===== src/rtl/mode_controller.sv =====
// mode_controller -- registered sequencing front-end for the DE10-Lite ALU.
//
// Debounces and edge-detects the two push-buttons. Steps the 2-bit MODE
// select on KEY[0]. Toggles between tracking the switches live and holding
// a frozen snapshot on KEY[1].
//
// Optional feature macro: MODE_CONTROLLER_AUTO_SCAN_EN. When it is defined,
// a held KEY[0] auto-repeats the MODE advance every SCAN_CYCLES cycles.
//
// Ports:
//   CLK         in   1   system clock
//   RST         in   1   asynchronous active-high reset
//   KEY         in   2   raw push-buttons, active-low (0 = advance, 1 = hold)
//   SW          in  10   raw switches: [3:0]=X, [7:4]=Y, [9:8]=operation
//   MODE        out  2   datapath unit select
//   X, Y        out  4   operands
//   OPERATION   out  2   per-unit operation select
//   HOLD        out  1   1 = operands frozen
//   MODE_CHANGE out  1   one-cycle pulse accompanying each MODE update

// Per-key synchronizer + debouncer + press detector.
//   key_i   : raw key, active-low, asynchronous
//   press_o : one-cycle press event (debounced 1->0), registered-source
//   level_o : debounced level (1 = released)
module mode_key_debounce #(
    parameter int DEBOUNCE_CYCLES = 500000,
    parameter int CNT_W           = 20
) (
    input  logic CLK,
    input  logic RST,
    input  logic key_i,
    output logic press_o,
    output logic level_o
);
    logic [1:0]       sync_q;
    logic [CNT_W-1:0] cnt_q, cnt_d;
    logic             deb_q, deb_d;
    logic             deb_prev_q;
    logic [1:0]       valid_q;
    logic             armed_q, armed_d;
    logic             synced;

    assign synced = sync_q[1];

    always_comb begin
        cnt_d = '0;
        deb_d = deb_q;
        if (synced != deb_q) begin
            if (cnt_q == CNT_W'(DEBOUNCE_CYCLES - 1)) begin
                deb_d = synced;
            end else begin
                cnt_d = cnt_q + 1'b1;
            end
        end
    end

    // A key held through reset must not produce an event. Arming happens
    // only once the synchronizer shows a real released level, or after a
    // debounced release.
    always_comb begin
        armed_d = armed_q;
        if (valid_q[1] && synced && deb_q) armed_d = 1'b1;
        if (!deb_prev_q && deb_q)          armed_d = 1'b1;
    end

    always_ff @(posedge CLK or posedge RST) begin
        if (RST) begin
            sync_q     <= 2'b11;
            cnt_q      <= '0;
            deb_q      <= 1'b1;
            deb_prev_q <= 1'b1;
            valid_q    <= 2'b00;
            armed_q    <= 1'b0;
        end else begin
            sync_q     <= {sync_q[0], key_i};
            cnt_q      <= cnt_d;
            deb_q      <= deb_d;
            deb_prev_q <= deb_q;
            valid_q    <= {valid_q[0], 1'b1};
            armed_q    <= armed_d;
        end
    end

    // The press is detected one cycle after the debounced flip. This places
    // the MODE/HOLD update DEBOUNCE_CYCLES+3 edges after KEY is first
    // sampled low.
    assign press_o = armed_q & deb_prev_q & ~deb_q;
    assign level_o = deb_q;
endmodule

module mode_controller #(
    parameter int DEBOUNCE_CYCLES = 500000,
    parameter int CNT_W           = 20,
    parameter int SCAN_CYCLES     = 25000000
) (
    input  logic       CLK,
    input  logic       RST,
    input  logic [1:0] KEY,
    input  logic [9:0] SW,
    output logic [1:0] MODE,
    output logic [3:0] X,
    output logic [3:0] Y,
    output logic [1:0] OPERATION,
    output logic       HOLD,
    output logic       MODE_CHANGE
);
    typedef enum logic {LIVE = 1'b0, FROZEN = 1'b1} state_t;

    // Parameter sanity: an illegal configuration elaborates to nothing useful.
    if (DEBOUNCE_CYCLES < 2 || SCAN_CYCLES < 1) begin : g_bad_params
    end

    logic [1:0] key_press;
    logic [1:0] key_level;
    logic       unused_level;

    for (genvar i = 0; i < 2; i++) begin : g_key
        mode_key_debounce #(
            .DEBOUNCE_CYCLES(DEBOUNCE_CYCLES),
            .CNT_W          (CNT_W)
        ) u_deb (
            .CLK    (CLK),
            .RST    (RST),
            .key_i  (KEY[i]),
            .press_o(key_press[i]),
            .level_o(key_level[i])
        );
    end

    logic [9:0] sw1_q, sw2_q;
    state_t     state_q, state_d;
    logic [1:0] mode_q, mode_d;
    logic [3:0] x_q, x_d, y_q, y_d;
    logic [1:0] op_q, op_d;
    logic       mc_q, mc_d;
    logic       advance;

`ifdef MODE_CONTROLLER_AUTO_SCAN_EN
    localparam int SCAN_W = (SCAN_CYCLES > 1) ? $clog2(SCAN_CYCLES) : 1;

    logic [SCAN_W-1:0] scan_cnt_q, scan_cnt_d;
    logic              scan_run_q, scan_run_d;
    logic              scan_tick;

    assign unused_level = key_level[1];

    // Runs only after a real press, so a key held through reset never scans.
    assign scan_tick = scan_run_q && !key_press[0] && !key_level[0] &&
                       (scan_cnt_q == SCAN_W'(SCAN_CYCLES - 1));

    always_comb begin
        scan_run_d = !key_level[0] && (key_press[0] || scan_run_q);
        scan_cnt_d = '0;
        if (scan_run_q && !key_press[0] && !key_level[0] && !scan_tick)
            scan_cnt_d = scan_cnt_q + 1'b1;
    end

    always_ff @(posedge CLK or posedge RST) begin
        if (RST) begin
            scan_cnt_q <= '0;
            scan_run_q <= 1'b0;
        end else begin
            scan_cnt_q <= scan_cnt_d;
            scan_run_q <= scan_run_d;
        end
    end

    assign advance = key_press[0] | scan_tick;
`else
    assign unused_level = ^key_level;
    assign advance      = key_press[0];
`endif

    always_comb begin
        state_d = state_q;
        mode_d  = mode_q;
        x_d     = x_q;
        y_d     = y_q;
        op_d    = op_q;
        mc_d    = 1'b0;

        if (advance) begin
            mode_d = mode_q + 2'd1;
            mc_d   = 1'b1;
        end

        // LIVE loads every cycle, including the one that enters FROZEN,
        // so the snapshot is the synced SW from the press cycle.
        case (state_q)
            LIVE: begin
                x_d  = sw2_q[3:0];
                y_d  = sw2_q[7:4];
                op_d = sw2_q[9:8];
                if (key_press[1]) state_d = FROZEN;
            end
            FROZEN: begin
                if (key_press[1]) state_d = LIVE;
            end
            default: state_d = LIVE;
        endcase
    end

    always_ff @(posedge CLK or posedge RST) begin
        if (RST) begin
            sw1_q   <= '0;
            sw2_q   <= '0;
            state_q <= LIVE;
            mode_q  <= '0;
            x_q     <= '0;
            y_q     <= '0;
            op_q    <= '0;
            mc_q    <= 1'b0;
        end else begin
            sw1_q   <= SW;
            sw2_q   <= sw1_q;
            state_q <= state_d;
            mode_q  <= mode_d;
            x_q     <= x_d;
            y_q     <= y_d;
            op_q    <= op_d;
            mc_q    <= mc_d;
        end
    end

    assign MODE        = mode_q;
    assign X           = x_q;
    assign Y           = y_q;
    assign OPERATION   = op_q;
    assign HOLD        = (state_q == FROZEN);
    assign MODE_CHANGE = mc_q;
endmodule


===== config.mk =====
export PLATFORM = sky130hd
export DESIGN_NAME = mode_controller
export DESIGN_NICKNAME = d
export VERILOG_FILES = /design/src/rtl/mode_controller.sv
export SDC_FILE = /design/constraint.sdc
export NUM_CORES = 1
export LEC_CHECK = 0
export BUFFER_PORTS_ARGS = -buffer_cell sky130_fd_sc_hd__buf_2
export CELL_PAD_IN_SITES_DETAIL_PLACEMENT = 1
export CELL_PAD_IN_SITES_GLOBAL_PLACEMENT = 1
export CORE_MARGIN = 5
export CORE_UTILIZATION = 51
export CTS_CLUSTER_DIAMETER = 120
export DETAILED_ROUTE_END_ITERATION = 16
export MAX_ROUTING_LAYER = met4
export PLACE_DENSITY_LB_ADDON = 0.1
export SLEW_MARGIN = 20
export SYNTH_ARGS = -nofsm -noshare
export SYNTH_HDL_FRONTEND = slang
export SYNTH_SLANG_ARGS = --single-unit

===== constraint.sdc =====
create_clock -name CLK -period 4.4 [get_ports CLK]
set_input_delay 0.66 -clock CLK [delete_from_list [all_inputs] [get_ports CLK]]
set_output_delay 0.66 -clock CLK [all_outputs]
set_load 0.01 [all_outputs]

Word-level counts from Yosys, hierarchy flattened. Cells that the tools add are included.

$add $sub $neg: 3. Mux-type cells: 12. Reductions and logical operators: 12. Equality and inequality tests: 4. Bitwise gates (word level): 7.

Operator list (number): 20-bit 2-to-1 mux (4); 20-bit by 1-bit adder with 20-bit output, second input constant (2); 20-bit by 19-bit == test with 1-bit output, second input constant (2); 1-bit 2-to-1 mux (7); 1-bit logical AND (6); 1-bit bitwise AND (4); 2-bit AND reduction (2); 2-bit nonzero test (2); 1-bit inverter (3); 2-bit by 1-bit adder with 2-bit output, second input constant (1); 1-bit logical NOT (2); 1-bit != test (2); 1-bit case mux with 2 select lines (1).

Bits of input ports: 14. Register bits after elaboration: 88.

Longest topological paths before layout. Gate-level depths: netlist (run 1).

Word-level depth: 4. Gate-level depth with buffers: 6. Depth with buffers taken out: 5.

By module. A second synthesis (run 1) with hierarchy kept.

Cells, all modules: 296. Area, all modules: 3569.7 sq um.

By module, submodules not included: mode_key_debounce (times used 2, cells an instance 123, area each 1263.7 sq um); mode_controller (times used 1, cells an instance 50, area each 1042.2 sq um).

Least setup slack after synthesis (run 1). No wires, ideal clock.

Kind: reg2reg. Start point: reg g_key[0].u_deb.cnt_q[7]. End point: reg g_key[0].u_deb.cnt_q[10]. Period minus slack after synthesis: 1790 ps. Path slack: 2610 ps. Data required time: 4281 ps. Cell stages (with the launch flop): 6. Setup time: 119 ps. Arrival: 1671 ps. Cells stage by stage: dfrtp_1 > nor4b_1 > nand4_1 > o41ai_4 > buf_6 > nor2_1.

Cells in the longest elaborated chain, start to end: 3. Elaborated cells on any way between the ends: 4.

RTL lines: start, declared (RTL line 36) `logic [CNT_W-1:0] cnt_q, cnt_d;`; start signal, assigned (RTL line 76) `cnt_q <= cnt_d;`; 20-bit by 1-bit adder with 20-bit output / 20-bit by 19-bit == test with 1-bit output (equally long branches) (RTL line 52, 49); 20-bit 2-to-1 mux * (RTL line 49) `if (cnt_q == CNT_W'(DEBOUNCE_CYCLES - 1)) begin`; 20-bit 2-to-1 mux * (RTL line 48) `if (synced != deb_q) begin`; named net g_key[0].u_deb.cnt_d[10] (RTL line 36).

The timed path passes the listed nets; every way through them passes the cells marked *. A chain may end at the register's enable or synchronous reset.

Worst setup path after layout (run 1).
Start point: reg g_key[0].u_deb.cnt_q[12]. End point: reg g_key[0].u_deb.cnt_q[15].

The elaborated chain is that of the path after synthesis.

==> impl_results.md, run 1 <==
- Core ar.: 0.00668 mm2
- Die Ht: 92.1 um
- Largest net degree at the start of global routing: 58
- Synth area leaders: dfrtp_1 (57%), xnor2_1 (6.4%), dfstp_2 (6.1%)
- Layout cell share with drive strength beyond 1: 22.8%
- Post-synth ARST share: 100%
- CP arrival: 2.52 ns
- Crit. End Element: flop
- Later-pin clock latency in the skew report: 0.35 ns
- Worst R2R Start: g_key[0].u_deb.cnt_q[12]
- Die width: 92.1 um
- Hold Slack: 0.233 ns
- Seq pwr share: 56.4%
- Post_cts resized: 0
- Hpwl dp: 4310 um
- # IOs: 28
- Average vias per placed instance: 5.39
- Syn Nets: 298
- Clk sinks: 86
- Root buffer cell: clkbuf_8
- Vias in the first global route: 2350
- Period utilization: 53.0%
- Clock network power share: 40.0%
- DR pass1 iterations: 4
- Primary FF master, synth: dfrtp_1
- Netlist cell types: 34
- Kind of critical path: flop to flop
- Leading area contributor after synthesis: dfrtp_1
- Placement row count: 30
- Die Area: 0.00848 mm2
- Power per cell area: 375 mW/mm2
- Grt met2 use: 26.0%
- Synth warnings: 0
- GRT overflow: 0
- Worst relative slew slack: 30.4%
- Worst Skew: 0.00954 ns
- Nets@finish: 335
- Global-route wire length before repair: 10900 um
- Final WS setup: 2.07 ns
- Final ANT Viol Nets: 0
- Met3 usage: 4.18%
- H-tree level count: 3
- Worst slew pin tran: 1.04 ns
- Netlist Area Pre-Place: 0.00344 mm2
- IO buf count: 27
- Placed Area: 0.00366 mm2
- CP Buf/Inv Count: 0
- Initial antenna violation count: 0
- Hold Crit Class: primary input to asynchronous set/reset pin
- CP required: 4.59 ns
- FF-to-FF setup slack: 2.07 ns
- Switching Share: 23.4%
- Post-CTS setup buffers: 0
- DRC viols: 0
- Psw: 342 uW
- Total negative slack: 0 ns
- R2R Path End: g_key[0].u_deb.cnt_q[15]
- Commonest non-fill, non-tap cell in the layout: dfrtp_1
- Syn Inst Count: 282
- Status: finished clean
- EDFF count, synth: 0
- Fmax achieved: 429 MHz
- Max Slew Vio Count: 0
- CP Max Fanout: 18
- Worst vdd ir: 0.000217 V
- Clock slew at reported path FFs: 0.09 ns
- RePlAce Congestion: 0.756
- Combinational Power Share: 3.6%
- Setup-failing EPs final: 0
- Worst r2r path cells: 4
- TritonCTS Buffers: 9
- Initial DRC count: 81
- Sequential area share after synthesis: 62.9%
- Hold Fails Final Rpt: 0
- Initial Util: 51.4%
- CTS tree: built
- CTS Hold Bufs: 0
- Wirelength per Cell: 15.5 um
- Syn_area_per_cell: 12.2 um2
- DRT Wirelength: 6250 um
- CP peak stage delay: 1.01 ns
- Total of max-cap violations: 0
- RSZ-0062 raised after global routing: false
- Antenna diode count: 0
- Largest delay contributor family on the critical path: compound AO/OA/AOI/OAI gates
- Crit path max-delay cell type: o41ai_4
- Crit start category: flop
- Vias: 2177
- Cell Chain, Critical Path: nor4b_1, nand4_1, o41ai_4, nor2_1
- Grt peak-use layer: met2
- Seq cells post-synth: 86
- Leak Pwr: 0.00169 uW
- P_int: 1120 uW
- Met1 usage: 21.1%
- Fill cells: 715
- Most frequent cells in the layout: dfrtp_1 (78), nor2_1 (41), buf_2 (27), xnor2_1 (25), nand2_1 (17)
- Post-Place Setup Slack: 2.10 ns
- GRT Resource Usage Total: 16.6%
- Post-Layout Inst Area: 0.00389 mm2
- Syn-to-layout area delta: 13.3%
- Synth top area share: 56.8%
- Fin crit period: 2.33 ns
- Maximum buffer depth of the clock tree: 2
==> metrics by stage <==
step	std cells	utilization (%)	total power (uW)
after detailed placement	387	54.8	893
after global placement	387	54.8	890
after CTS	403	58.0	1480
after global routing	404	58.3	1530
final	404	58.3	1460
after floorplan	282	-	871
==> worst max path at each step <==
| stage | start | to | slack (ns) | depth (start not counted) |
|---|---|---|---|---|
| finish | g_key[0].u_deb.cnt_q[12] | g_key[0].u_deb.cnt_q[15] | 2.07 | 4 |
| global route | g_key[0].u_deb.cnt_q[12] | g_key[0].u_deb.cnt_q[15] | 1.90 | 4 |
| CTS | g_key[0].u_deb.cnt_q[12] | g_key[0].u_deb.cnt_q[15] | 2.06 | 4 |
| detailed placement | g_key[0].u_deb.cnt_q[12] | g_key[0].u_deb.cnt_q[15] | 2.10 | 4 |
| global placement | g_key[0].u_deb.cnt_q[7] | g_key[0].u_deb.cnt_q[8] | 2.19 | 4 |
| floorplan | RST | HOLD | 1.53 | 1 |
==> cells by family after synthesis <==
group                      Yosys count  synth area share, %
AOI/OAI and AO/OA                   14                 3.06
xor gates and xnor gates            34                 8.66
adders and majority gates            2                0.728
buffers and inverters               12                 1.57
DFF                                 86                 62.9
muxes                               15                 4.81
other                                1                0.109
and+or+nand+nor                    118                 18.2
==> power groups by stage <==
stage / clock network, uW / logic [uW] / registers (uW)
finish: 584 / 53.3 / 824
global route: 642 / 60.6 / 827
CTS: 602 / 53.3 / 824
detailed placement: 0 / 53.1 / 840
global placement: 0 / 51.8 / 838
floorplan: 0 / 31.6 / 839
==> layer usage <==
metal	up-vias	wire length, um
li1	1049	-
met1	1099	2910
met2	22	3050
met3	7	196
met4	0	91
met5	-	0
==> flip-flops by register name, summed over array words and instances, names as in the netlist, 4 cells and up <==
signal	count
X	4
Y	4
g_key.u_deb.cnt_q	40
g_key.u_deb.sync_q	4
sw1_q	10
sw2_q	10
==> Yosys cell counts, drive strengths merged, types with 2 or more instances <==
cell   instances
a21o           2
a21oi          5
buf            2
dfrtp         78
dfstp          8
ha             2
inv            9
mux2          12
mux2i          3
nand2         17
nand3         13
nand4         13
nor2          41
nor3           7
nor4          13
nor4b          5
o21ai          3
or3            4
or4            4
xnor2         25
xor2           9
==> layout make-up <==
cell class	instances	area [um2]	area share [%]
timing repair buffer	29	163	4.18
inverter	9	35.0	0.900
clock buffer	10	138	3.53
tap	80	100	2.57
clock inverter	6	75.1	1.93
multi-input combinational	184	1220	31.4
sequential	86	2160	55.5
No activity file was read; power rests on OpenSTA's default activity.
==> run 2: changes to the inputs <==
- ABC_AREA: default -> 1
- CORE_UTILIZATION: 51 -> 45
- clock period: 4.4 -> 2.4 ns (I/O delays scaled with it)
==> run 2 against run 1 <==
  * Combinational power increased by 82%
  * Critical path depth is 3 lower
  * Worst hold slack worse by 0.17 ns
  * Power rose by 80%
  * First-iteration DRC count decreased by 25%
  * Setup slack worse by 1.2 ns
  * Critical path type is now flop to primary output
  * Critical endpoint is now HOLD
  * Largest cell class unchanged
  * Highest routed layer unchanged
==> impl_results.md, run 2 <==
- Largest net degree at the start of global routing: 43 (was 58)
- RePlAce Congestion: 0.863 (was 0.756)
- Worst relative slew slack: 60.2% (was 30.4%)
- GRT overflow: 0 (unchanged)
- Power per cell area: 616 mW/mm2 (was 375 mW/mm2)
- Global-route wire length before repair: 14700 um (was 10900 um)
- # IOs: 28 (unchanged)
- CP required: 2.04 ns (was 4.59 ns)
- Setup-failing EPs final: 0 (unchanged)
- Hold Slack: 0.0616 ns (was 0.233 ns)
- TritonCTS Buffers: 9 (unchanged)
- Top cells by count, synth: nand2_1 (106), nor2_1 (99), dfrtp_1 (78), inv_1 (42), nand3_1 (30) (was dfrtp_1 (78), nor2_1 (41), xnor2_1 (25), nand2_1 (17), nand3_1 (13))
- Worst Skew: 0.0124 ns (was 0.00954 ns)
- CP peak stage delay: 0.64 ns (was 1.01 ns)
- Netlist Area Pre-Place: 0.00378 mm2 (was 0.00344 mm2)
- Cell Chain, Critical Path: buf_2 (was nor4b_1, nand4_1, o41ai_4, nor2_1)
- Clock slew at reported path FFs: 0.09 ns (about the same)
- Placed Cells: 569 (was 387)
- Hold Fails Final Rpt: 0 (unchanged)
- Biggest regs: g_key.u_deb.cnt_q x40, sw1_q x10, sw2_q x10 (unchanged)
- Netlist cell types: 29 (was 34)
- Core ar.: 0.00822 mm2 (was 0.00668 mm2)
- Antenna diode count: 0 (unchanged)
- Sequential area share after synthesis: 57.2% (was 62.9%)
- Die Area: 0.0103 mm2 (was 0.00848 mm2)
- H-tree level count: 3 (unchanged)
- Max Slew Vio Count: 0 (unchanged)
- Placed Area: 0.00407 mm2 (was 0.00366 mm2)
- Die width: 102 um (was 92.1 um)
- Worst R2R Start: g_key[0].u_deb.cnt_q[0] (was g_key[0].u_deb.cnt_q[12])
- Primary FF master, synth: dfrtp_1 (unchanged)
- Post-Place Setup Slack: 0.838 ns (was 2.10 ns)
- DRT Wirelength: 8420 um (was 6250 um)
- Vias: 2867 (was 2177)
- Largest delay contributor family on the critical path: flip-flops (was compound AO/OA/AOI/OAI gates)
- Worst Setup SP: HOLD (was g_key[0].u_deb.cnt_q[12])
- Syn Nets: 453 (was 298)
- Total negative slack: 0 ns (unchanged)
- Root buffer cell: clkbuf_8 (unchanged)
- Crit path max-delay cell type: dfrtp_1 (was o41ai_4)
- CP arrival: 1.21 ns (was 2.52 ns)
- Top reg by flops: g_key.u_deb.cnt_q (unchanged)
- Vias in the first global route: 3108 (was 2350)
- DRC viols: 0 (unchanged)
- Hpwl dp: 6260 um (was 4310 um)
- Total of max-cap violations: 0 (unchanged)
- Wirelength per Cell: 14.4 um (was 15.5 um)
- CP Buf/Inv Count: 1 (was 0)
- Seq cells post-synth: 86 (unchanged)
- Crit start category: flop (unchanged)
- CTS Hold Bufs: 0 (unchanged)
- Most frequent cells in the layout: nand2_1 (106), nor2_1 (99), dfrtp_1 (78), inv_1 (41), nand3_1 (30) (was dfrtp_1 (78), nor2_1 (41), buf_2 (27), xnor2_1 (25), nand2_1 (17))
- Max FFs per register: 40 (unchanged)
- Crit. End Element: primary output (was flop)
- Nets@finish: 491 (was 335)
- Worst slew pin tran: 0.596 ns (was 1.04 ns)
- Synth area leaders: dfrtp_1 (52%), nand2_1 (11%), nor2_1 (9.8%) (was dfrtp_1 (57%), xnor2_1 (6.4%), dfstp_2 (6.1%))
- Final non-filler cell total: 585 (was 404)
- Kind of critical path: flop to primary output (was flop to flop)
- Worst vdd ir: 0.000352 V (was 0.000217 V)
- Later-pin clock latency in the skew report: 0.35 ns (about the same)
- Leak Pwr: 0.00198 uW (was 0.00169 uW)
- Syn Inst Count: 437 (was 282)
- Post-Layout Inst Area: 0.00427 mm2 (was 0.00389 mm2)
- Post_cts resized: 0 (unchanged)
- RSZ-0062 raised after global routing: false (unchanged)
- Initial antenna violation count: 0 (unchanged)
- Layout cell share with drive strength beyond 1: 15.4% (was 22.8%)
- Fill cells: 999 (was 715)
- CTS tree: built (unchanged)
- Fin crit period: 1.57 ns
- Average vias per placed instance: 4.90 (was 5.39)
- Synth top area share: 51.7% (was 56.8%)
- Placement row count: 33 (was 30)
- Initial Util: 46.0% (was 51.4%)
- Synth warnings: 0 (unchanged)
- Initial DRC count: 61 (was 81)
- GRT Resource Usage Total: 18.7% (was 16.6%)
- Leading area contributor after synthesis: dfrtp_1 (unchanged)
- Status: finished clean (unchanged)
- Commonest non-fill, non-tap cell in the layout: nand2_1 (was dfrtp_1)
- IO buf count: 27 (unchanged)
- CP Max Fanout: 13 (was 18)
- Clk sinks: 86 (unchanged)
- Post-CTS setup buffers: 0 (unchanged)
- Area of the multi-input gates: 0.00144 mm2 (was 0.00122 mm2)
- Syn_area_per_cell: 8.65 um2 (was 12.2 um2)
- Post-synth ARST share: 100% (unchanged)
- Hold Crit Class: primary input to asynchronous set/reset pin (unchanged)
- DR pass1 iterations: 4 (unchanged)
- Reg area: 0.00216 mm2 (unchanged)
- EDFF count, synth: 0 (unchanged)
- Final WS setup: 0.829 ns (was 2.07 ns)
- Syn-to-layout area delta: 12.9% (was 13.3%)
- Period utilization: 65.5%
- Maximum buffer depth of the clock tree: 2 (unchanged)
- Cell with the most instances after synthesis: nand2_1 (was dfrtp_1)
- Final ANT Viol Nets: 0 (unchanged)
- Die Ht: 102 um (was 92.1 um)
- Fmax achieved: 636 MHz
run 2: cell families after synthesis:
group                    after synthesis  synth area share, %
AND/OR/NAND/NOR                      266                 30.1
flip-flops                            86                 57.2
buffers and inverters                 47                 4.70
XOR/XNOR                              21                 5.26
AO/OA/AOI/OAI                         14                 1.99
adder cells (fa/ha/maj)                2                0.662
other                                  1               0.0992
run 2: routing by layer:
metal  GRT usage (%)  routed length, um  part of all wire (%)
met1            22.4               3690                    44
met2            31.9               4470                    53
met3            3.31                157                   1.9
met4            5.83                 99                   1.2
met5               -                  0                     0
run 2: cell type report:
| class | instances | share of cell area [%] |
|---|---|---|
| multi-input cells | 304 | 33.7 |
| well taps | 105 | 3.08 |
| flip-flops and latches | 86 | 50.7 |
| repair buffers | 29 | 3.81 |
| inverters | 45 | 4.05 |
| clock buffers | 10 | 2.99 |
| clock inverters | 6 | 1.67 |
run 2: worst reg2reg max path: cells and delay by family (launching register included):
family | cells | cell delay [ns]
and+or+nand+nor | 5 | 0.82
adders and majority gates | 1 | 0.23
DFF | 1 | 0.41
run 2: worst paths after layout:
path | depth (start not counted) | slack, ns | end
worst max-delay path | 1 | 0.83 | HOLD
worst min-delay path | 2 | 0.06 | MODE_CHANGE
worst max register to register | 6 | 0.85 | g_key[0].u_deb.cnt_q[18]
worst min register to register | 0 | 0.36 | sw2_q[2]
max in group asynchronous | 3 | 1.68 | g_key[1].u_deb.level_o
min in group CLK | 1 | 0.10 | g_key[1].u_deb.sync_q[0]
run 2: metrics by stage:
stage / total power [uW] / utilization [%]
finish: 2630 / 51.9
global route: 2750 / 51.9
CTS: 2670 / 51.9
detailed placement: 1640 / 49.5
global placement: 1630 / 49.5
floorplan: 1590 / -
run 2: where the power goes:
| part | switching, uW | total, uW | leakage, uW | internal [uW] |
|---|---|---|---|---|
| logic | 65.6 | 97.2 | 0.000789 | 31.6 |
| clock network | 531 | 1020 | 0.0000931 | 489 |
| registers | 20.0 | 1510 | 0.00109 | 1490 |
| total | 617 | 2630 | 0.00198 | 2010 |
